===== config.mk =====
export PLATFORM = sky130hd
export DESIGN_NAME = alu_issue_ctrl_flat
export DESIGN_NICKNAME = d
export VERILOG_FILES = /design/src/rtl/alu_issue_ctrl_pkg.sv /design/src/rtl/alu_issue_ctrl_if.sv /design/src/rtl/alu_issue_ctrl_reg_file.sv /design/src/rtl/alu_issue_ctrl.sv /design/src/flat_wrapper.sv
export SDC_FILE = /design/constraint.sdc
export NUM_CORES = 2
export LEC_CHECK = 0
export CORE_MARGIN = 2
export CORE_UTILIZATION = 57
export DETAILED_ROUTE_END_ITERATION = 6
export MAX_ROUTING_LAYER = met4
export PLACE_DENSITY_LB_ADDON = 0.05
export SLEW_MARGIN = 20
export SYNTH_ARGS = -nofsm -noshare
export SYNTH_HDL_FRONTEND = slang
export SYNTH_SLANG_ARGS = --single-unit

===== constraint.sdc =====
create_clock -name clk -period 4.5 [get_ports clk]
set_input_delay 0.9 -clock clk [delete_from_list [all_inputs] [get_ports clk]]
set_output_delay 0.9 -clock clk [all_outputs]
set_load 0.01 [all_outputs]

===== src/rtl/alu_issue_ctrl_pkg.sv =====
// Shared constants and decode helper for the ALU issue controller.
// Holds ALU op codes, MIPS opcode/funct values, FSM states, decode bundle.
package alu_issue_pkg;

   localparam int REG_W = 32;
   localparam int NREG  = 32;

   localparam logic [2:0] OP_AND  = 3'b000;
   localparam logic [2:0] OP_OR   = 3'b001;
   localparam logic [2:0] OP_XOR  = 3'b010;
   localparam logic [2:0] OP_XNOR = 3'b011;
   localparam logic [2:0] OP_ADD  = 3'b100;
   localparam logic [2:0] OP_SUB  = 3'b101;
   localparam logic [2:0] OP_SLTU = 3'b110;
   localparam logic [2:0] OP_SLL  = 3'b111;

   localparam logic [5:0] OPC_RTYPE = 6'b000000;
   localparam logic [5:0] OPC_ADDI  = 6'b001000;

   localparam logic [5:0] FN_AND  = 6'b100100;
   localparam logic [5:0] FN_OR   = 6'b100101;
   localparam logic [5:0] FN_XOR  = 6'b100110;
   localparam logic [5:0] FN_XNOR = 6'b100111;
   localparam logic [5:0] FN_ADD  = 6'b100000;
   localparam logic [5:0] FN_SUB  = 6'b100010;
   localparam logic [5:0] FN_SLTU = 6'b101011;
   localparam logic [5:0] FN_SLLV = 6'b000100;

   typedef enum logic [1:0] {
      IDLE = 2'd0,
      EXEC = 2'd1,
      WB   = 2'd2
   } state_t;

   typedef struct packed {
      logic       legal;
      logic       use_imm;
      logic [2:0] op;
      logic [4:0] dest;
   } dec_t;

   function automatic dec_t decode(input logic [31:0] w);
      dec_t       d;
      logic       r;
      logic [5:0] fn;
      d  = '0;
      r  = (w[31:26] == OPC_RTYPE);
      fn = w[5:0];
      unique case (1'b1)
         r && fn == FN_AND:  d.op = OP_AND;
         r && fn == FN_OR:   d.op = OP_OR;
         r && fn == FN_XOR:  d.op = OP_XOR;
         r && fn == FN_XNOR: d.op = OP_XNOR;
         r && fn == FN_ADD:  d.op = OP_ADD;
         r && fn == FN_SUB:  d.op = OP_SUB;
         r && fn == FN_SLTU: d.op = OP_SLTU;
         r && fn == FN_SLLV: d.op = OP_SLL;
         w[31:26] == OPC_ADDI: begin
            d.op      = OP_ADD;
            d.use_imm = 1'b1;
         end
         default: ;
      endcase
      // Anything left at OP_AND without a match is unsupported.
      d.legal = (r && (fn == FN_AND || fn == FN_OR || fn == FN_XOR ||
                       fn == FN_XNOR || fn == FN_ADD || fn == FN_SUB ||
                       fn == FN_SLTU || fn == FN_SLLV)) ||
                (w[31:26] == OPC_ADDI);
      d.dest = !d.legal ? 5'd0 : (d.use_imm ? w[20:16] : w[15:11]);
      return d;
   endfunction

endpackage


===== src/rtl/alu_issue_ctrl_if.sv =====
// Instruction handshake plus external ALU bus for the issue controller.
// master: instruction source and ALU; slave: the issue controller.
interface alu_issue_ctrl_if;
   import alu_issue_pkg::*;

   logic             instr_valid;
   logic             instr_ready;
   logic [31:0]      instr;
   logic [2:0]       alu_op;
   logic [REG_W-1:0] alu_a;
   logic [REG_W-1:0] alu_b;
   logic [REG_W-1:0] alu_f;
   logic             alu_of;
   logic             alu_zf;

   modport master (
      output instr_valid, instr, alu_f, alu_of, alu_zf,
      input  instr_ready, alu_op, alu_a, alu_b
   );

   modport slave (
      input  instr_valid, instr, alu_f, alu_of, alu_zf,
      output instr_ready, alu_op, alu_a, alu_b
   );

endinterface


===== src/rtl/alu_issue_ctrl_reg_file.sv =====
// 32x32 register file, r0 hard-wired to zero, synchronous clear on rst.
// Ports: two async reads (a/b), async debug read, one sync write.
module reg_file_32x32
   import alu_issue_pkg::*;
(
   input  logic             clk,
   input  logic             rst,
   input  logic [4:0]       raddr_a,
   output logic [REG_W-1:0] rdata_a,
   input  logic [4:0]       raddr_b,
   output logic [REG_W-1:0] rdata_b,
   input  logic [4:0]       dbg_addr,
   output logic [REG_W-1:0] dbg_data,
   input  logic             we,
   input  logic [4:0]       waddr,
   input  logic [REG_W-1:0] wdata
);

   logic [REG_W-1:0] regs [NREG];

   always_ff @(posedge clk) begin
      if (rst) begin
         for (int i = 0; i < NREG; i++) regs[i] <= '0;
      end else if (we && waddr != 5'd0) begin
         regs[waddr] <= wdata;
      end
   end

   assign rdata_a  = regs[raddr_a];
   assign rdata_b  = regs[raddr_b];
   assign dbg_data = regs[dbg_addr];

endmodule


===== src/rtl/alu_issue_ctrl.sv =====
// Issues MIPS-style words to an external ALU: accept, execute, write back.
// Ports: clk/rst, bus (handshake + ALU), done/result/flags/illegal, dbg read.
module alu_issue_ctrl
   import alu_issue_pkg::*;
(
   input  logic                 clk,
   input  logic                 rst,
   alu_issue_ctrl_if.slave      bus,
   output logic                 done,
   output logic [REG_W-1:0]     result,
   output logic                 of_flag,
   output logic                 zf_flag,
   output logic                 illegal,
   input  logic [4:0]           dbg_addr,
   output logic [REG_W-1:0]     dbg_data
);

   state_t           state, next;
   logic             ready, we;
   logic [31:0]      instr_q;
   logic [2:0]       op_q;
   logic [REG_W-1:0] a_q, b_q;
   logic [4:0]       dest_q;
   logic             legal_q;
   logic [REG_W-1:0] rs_data, rt_data, imm_ext;
   dec_t             dec;

   assign dec     = decode(instr_q);
   assign imm_ext = {{16{instr_q[15]}}, instr_q[15:0]};

   reg_file_32x32 u_rf (
      .clk      (clk),
      .rst      (rst),
      .raddr_a  (instr_q[25:21]),
      .rdata_a  (rs_data),
      .raddr_b  (instr_q[20:16]),
      .rdata_b  (rt_data),
      .dbg_addr (dbg_addr),
      .dbg_data (dbg_data),
      .we       (we),
      .waddr    (dest_q),
      .wdata    (bus.alu_f)
   );

   always_ff @(posedge clk) begin
      if (rst) state <= IDLE;
      else     state <= next;
   end

   always_comb begin
      next  = state;
      ready = 1'b0;
      we    = 1'b0;
      unique case (state)
         IDLE: begin
            ready = 1'b1;
            if (bus.instr_valid) next = EXEC;
         end
         EXEC: next = WB;
         WB: begin
            we   = legal_q;
            next = IDLE;
         end
         default: next = IDLE;
      endcase
   end

   always_ff @(posedge clk) begin
      if (rst) begin
         instr_q <= '0;
         op_q    <= '0;
         a_q     <= '0;
         b_q     <= '0;
         dest_q  <= '0;
         legal_q <= 1'b0;
         result  <= '0;
         of_flag <= 1'b0;
         zf_flag <= 1'b0;
         illegal <= 1'b0;
         done    <= 1'b0;
      end else begin
         done <= 1'b0;
         unique case (state)
            IDLE: if (bus.instr_valid) instr_q <= bus.instr;
            EXEC: begin
               // Unsupported words drive a zeroed AND to the ALU.
               op_q    <= dec.op;
               a_q     <= dec.legal ? rs_data : '0;
               b_q     <= !dec.legal ? '0 :
                          (dec.use_imm ? imm_ext : rt_data);
               dest_q  <= dec.dest;
               legal_q <= dec.legal;
            end
            WB: begin
               result  <= bus.alu_f;
               of_flag <= bus.alu_of;
               zf_flag <= bus.alu_zf;
               illegal <= ~legal_q;
               done    <= 1'b1;
            end
            default: ;
         endcase
      end
   end

   assign bus.instr_ready = ready;
   assign bus.alu_op      = op_q;
   assign bus.alu_a       = a_q;
   assign bus.alu_b       = b_q;

endmodule


===== src/flat_wrapper.sv =====
// flat-port wrapper written by rule: the top's interface ports become plain ports
module alu_issue_ctrl_flat import alu_issue_pkg::*;
  (clk, rst, done, result, of_flag, zf_flag, illegal, dbg_addr, dbg_data, bus_instr_valid, bus_instr, bus_alu_f, bus_alu_of, bus_alu_zf, bus_instr_ready, bus_alu_op, bus_alu_a, bus_alu_b);
  alu_issue_ctrl_if bus_i ();
  input  logic clk;
  input  logic rst;
  output logic done;
  output logic [REG_W-1:0] result;
  output logic of_flag;
  output logic zf_flag;
  output logic illegal;
  input  logic [4:0] dbg_addr;
  output logic [REG_W-1:0] dbg_data;
  input wire logic [$bits(bus_i.instr_valid)-1:0] bus_instr_valid;
  input wire logic [$bits(bus_i.instr)-1:0] bus_instr;
  input wire logic [$bits(bus_i.alu_f)-1:0] bus_alu_f;
  input wire logic [$bits(bus_i.alu_of)-1:0] bus_alu_of;
  input wire logic [$bits(bus_i.alu_zf)-1:0] bus_alu_zf;
  output wire logic [$bits(bus_i.instr_ready)-1:0] bus_instr_ready;
  output wire logic [$bits(bus_i.alu_op)-1:0] bus_alu_op;
  output wire logic [$bits(bus_i.alu_a)-1:0] bus_alu_a;
  output wire logic [$bits(bus_i.alu_b)-1:0] bus_alu_b;
  assign bus_i.instr_valid = bus_instr_valid;
  assign bus_i.instr = bus_instr;
  assign bus_i.alu_f = bus_alu_f;
  assign bus_i.alu_of = bus_alu_of;
  assign bus_i.alu_zf = bus_alu_zf;
  assign bus_instr_ready = bus_i.instr_ready;
  assign bus_alu_op = bus_i.alu_op;
  assign bus_alu_a = bus_i.alu_a;
  assign bus_alu_b = bus_i.alu_b;
  alu_issue_ctrl u_core (.clk(clk), .rst(rst), .bus(bus_i), .done(done), .result(result), .of_flag(of_flag), .zf_flag(zf_flag), .illegal(illegal), .dbg_addr(dbg_addr), .dbg_data(dbg_data));
endmodule

After elaboration in Yosys (flattened, before gate mapping) --
Memory sizes are Yosys's and may differ from the RTL's. A register that Yosys moved wholly into a read port is not among the register bits. Cells that the tools add are included.
Word-level totals: register bits 143, RAM bits 1024, memories 1
Memory list:
- u_core.u_rf.regs | depth 32, bits a word 32, read ports 3, clocked after Yosys merged registers in 2, wr ports 32, line alu_issue_ctrl_reg_file.sv:19 | logic [REG_W-1:0] regs [NREG];
Operators by class: eq/ne operators 12, muxes and demuxes 24, bitwise gates (word level) 1, reduce and logical (&&, ||, !) cells 23
Operators by type and width (count):
- $mux W32 | 4
- $eq A6 B6 Y1 const B | 7
- $mux W5 | 7
- $reduce_or A32 Y1 | 1
- $pmux W3 S7 | 1
- $mux W1 | 10
- $logic_and A1 B1 Y1 | 9
- $logic_or A1 B1 Y1 | 8
- $eq A6 B3 Y1 const B | 1
- $eq A6 B4 Y1 const B | 1
- $logic_not A6 Y1 | 1
- $reduce_bool A5 Y1 | 1
- $pmux W2 S2 | 1
- $eq A2 B1 Y1 const B | 1
- $eq A2 B2 Y1 const B | 1
- $logic_not A2 Y1 | 1
- $mux W2 | 1
- $ne A2 B2 Y1 const B | 1
- $reduce_and A2 Y1 | 1
- $reduce_or A2 Y1 | 1
- $not A1 Y1 | 1

Logic depth before layout (Yosys ltp) --
word-level depth 11, mapped depth 10, depth with buffers taken out 5

Cells and area by module --
From an unflattened synthesis, not the netlist that was laid out.
Unflattened totals: cell total of the unflattened synthesis 6341, area total of the unflattened synthesis 69795.7 sq um
By module, submodules not included:
- reg_file_32x32 | instances 1, cells each 5763, area an instance 64674.5 sq um
- alu_issue_ctrl | instances 1, cells each 578, area an instance 5121.2 sq um

Worst setup path before layout --
Ideal clock, no wire load.
path kind input to register, start point in rst, end point mem u_core.u_rf.regs[28][0], enable pin, library setup time 466 ps, arrival time 4146 ps, slack -112 ps, cell stages on the path 5, path through clkbuf_1 -> nor4b_1 -> nand3b_1 -> clkbuf_1 -> o21ai_0
RTL lines:
- from (decl) | line flat_wrapper.sv:6 | input logic rst;
- to (decl) | line alu_issue_ctrl_reg_file.sv:19

Worst setup path after layout --
start point in dbg_addr[0], end point out dbg_data[29]
On the way: word-level cells in the longest chain between the ends 1
RTL lines:
- from (decl) | line flat_wrapper.sv:12 | input logic [4:0] dbg_addr;
- $mem_v2 Z32 W32
- to (decl) | line flat_wrapper.sv:13 | output logic [REG_W-1:0] dbg_data;
No other way between the ends.

==> results.json <==
{
  "final_core_util_pct": 65.2,
  "synth_edf_count": 1024,
  "grt_use_met2_pct": 62.7,
  "syn_area_um2": 67700,
  "hpwl_um": 159000,
  "worstSkewPairLatency_ns": 0.78,
  "switching_share_pct": 26.5,
  "cts_resized": 0,
  "cts_root_buf": "clkbuf_16",
  "grt_setup_unrepaired": "false",
  "synth_commonest_cells": "1024 x edfxtp_1, 996 x and2_1, 706 x mux4_2",
  "core_um2": 118000,
  "grt_antenna_before_repair": 24,
  "nFillCells": 8414,
  "clk_pin_slew_worst_paths_ns": 0.06,
  "grt_max_degree": 121,
  "setup_viol": 0,
  "crit_type": "primary input to output port",
  "ir_worst_vdd_uv": 412,
  "p_per_area_nw_per_um2": 359,
  "final_cells": 6475,
  "crit_buf_inv": 4,
  "hp-class": "flip-flop to flip-flop",
  "yosysMostFrequentCell": "edfxtp_1",
  "grt_overflow_total": 0,
  "syn2layout_area_growth_pct": 13.6,
  "tightest_slew_ns": 1.26,
  "grt_pass1_vias": 47400,
  "ant_nets": 0,
  "slew_headroom_pct": 16.2,
  "multi_input_comb_area_um2": 32500,
  "syn_avg_cell_area_um2": 14.2,
  "p_comb_share_pct": 14.1,
  "power.leakage_nw": 25.8,
  "wl_um": 263000,
  "grt_pass1_wl_um": 367000,
  "place_congestion": 0.956,
  "finalSetupTns_ns": 0,
  "maxCapViolations": 0,
  "cp.depth": 7,
  "h-tree-depth": 4,
  "total_power_w": 0.0276,
  "final.setup_skew_ns": 0.0331,
  "synth_ff_type": "edfxtp_1",
  "yosys.area.top_type": "edfxtp_1",
  "holdPathStages": 2,
  "seq_area_um2": 33800,
  "synth_cell_types": 49,
  "die-area_um2": 122000,
  "cts_tree": "yes",
  "slew_viol_final": 0,
  "cts_setup_buffers": 0,
  "async_flop_share_pct": 0,
  "clock-sinks": 1177,
  "slowest_delay_ns": 0.61,
  "drc": 0,
  "outcome": "finished clean",
  "via_per_inst": 7.61,
  "synth.area.top_cells": "edfxtp_1 45%, mux4_2 23%, and2_1 9.2%",
  "crit_path_start_kind": "primary input",
  "placed_cells": 6209,
  "yosys_warnings": 0,
  "grtUsageMet3_pct": 15.9,
  "synth_seq_cells": 1177,
  "drt-wirelength-per-cell_um": 40.6,
  "final_nets": 4882,
  "pwr-share-seq_pct": 45.7,
  "synth_cells": 4759,
  "grt_usage_pct": 44.9,
  "path_cells": "buf_8 > buf_12 > buf_12 > mux4_2 > mux4_2 > mux2_2 > clkdlybuf4s50_1",
  "p_clk_share_pct": 40.2,
  "firstDrtPassIters": 6,
  "end_kind": "output port",
  "crit_required_ns": 3.60,
  "yosysTopAreaCellShare_pct": 45.4,
  "arrival_ns": 3.46,
  "vias": 49200,
  "path_delay_family": "multiplexers",
  "max_freq_ghz": 0.230,
  "ioPinCount": 210,
  "portBuffers": 209,
  "drive_gt1_share_pct": 26.5,
  "critPathMaxFanout": 25,
  "grt-busiest-layer": "met2",
  "timing.hold.ws_ns": 0.445,
  "numCtsBuffers": 133,
  "final_hold_viol_count": 0,
  "clock_path_buffers": 3,
  "period_share_pct": 96.8,
  "cts-hold-fix-buffers": 0,
  "die_h_um": 349,
  "initial_utilization_pct": 57.4,
  "grtUsageMet1_pct": 58.9,
  "reg2reg_depth": 7,
  "p_int_w": 0.0203,
  "synth_seq_area_share_pct": 49.9,
  "crit_slowest_cell": "clkdlybuf4s50_1",
  "drt_first_iter_violations": 8472,
  "rows": 126,
  "die_x_um": 349,
  "p_switching_w": 0.00732,
  "period_needed_ns": 4.36
}
## metrics by stage
stage	setup slack (ns)	instance area, um^2
floorplan	-0.112	67800
global placement	0.218	72500
detailed placement	0.183	72500
CTS	0.175	76900
global route	0.118	76900
finish	0.143	76900
## routing by layer
metal | up-vias | share of wire, %
li1 | 18800 | -
met1 | 25100 | 35
met2 | 4543 | 44
met3 | 835 | 16
met4 | 0 | 5.4
met5 | - | 0
## kinds of logic (layout without fill, tap and decap cells)
family	Yosys count	after routing	share of synthesized area (%)
buffers and inverters	533	661	3.24
other	1	53	0.00554
muxes	1047	1047	28.7
AOI/OAI and AO/OA	595	595	6.12
DFF	1177	1177	49.9
and+or+nand+nor	1406	1406	12.0
## worst register-to-register path: stages, from the launching register on
cell and delay (ns):
dfxtp_2 0.82, buf_4 0.55, buf_4 0.44, mux4_2 0.42, nor2b_1 0.15, a211oi_1 0.68
buf_4 0.29, o21ai_1 0.08
## layout by cell type (no fill, tap or decap), types with 31 or more instances in the layout
master,n
a211oi_1,43
a21oi_1,104
a22oi_1,34
and2_1,996
buf_12,50
buf_4,155
clkbuf_16,137
clkdlybuf4s50_1,190
conb_1,32
dfxtp_1,143
edfxtp_1,1024
mux2_2,77
mux2i_1,264
mux4_2,706
nand2_1,190
nand3_1,41
nor2_4,32
nor2b_1,80
o21ai_1,35
o21ai_4,31
o221ai_1,96
o22ai_1,87
## worst paths after layout
kind / from / endpoint / slack, ns
max: dbg_addr[0] / dbg_data[29] / 0.14
min: u_core.bus.alu_b[19]$_SDFFE_PP0N_ / u_core.bus.alu_b[19]$_SDFFE_PP0N_ / 0.44
max reg2reg: flip-flop / u_core.bus.alu_b[12]$_SDFFE_PP0N_ / 0.96
min reg2reg: u_core.bus.alu_b[19]$_SDFFE_PP0N_ / u_core.bus.alu_b[19]$_SDFFE_PP0N_ / 0.44
## final cells by class
| class | instances | share of cell area (%) |
|---|---|---|
| flip-flops and latches | 1177 | 44.0 |
| multi-input cells | 3080 | 42.2 |
| repair buffers | 414 | 5.48 |
| clock buffers | 175 | 4.77 |
| well taps | 1536 | 2.50 |
| clock inverters | 70 | 0.924 |
| diodes | 21 | 0.0683 |
| inverters | 2 | 0.00976 |
## power by group through the flow
stage	Combinational [W]	Clock, W	Sequential, W
2_1_floorplan	0.00238	0	0.0126
3_3_place_gp	0.00374	0	0.0128
3_5_place_dp	0.00378	0	0.0128
4_1_cts	0.00380	0.0111	0.0126
5_1_grt	0.00401	0.0115	0.0127
6_report	0.00390	0.0111	0.0126
## state kept, by name (all words and copies together) (netlist names), named ones only
register           cells
u_core.result         32
u_core.illegal         1
u_core.state           2
u_core.done            1
u_core.of_flag         1
u_core.instr_q        32
u_core.dest_q          5
u_core.bus.alu_b      32
u_core.legal_q         1
u_core.bus.alu_a      32
u_core.zf_flag         1
u_core.bus.alu_op      3
u_core.u_rf.regs    1024
(Power assumes the default switching activity.)
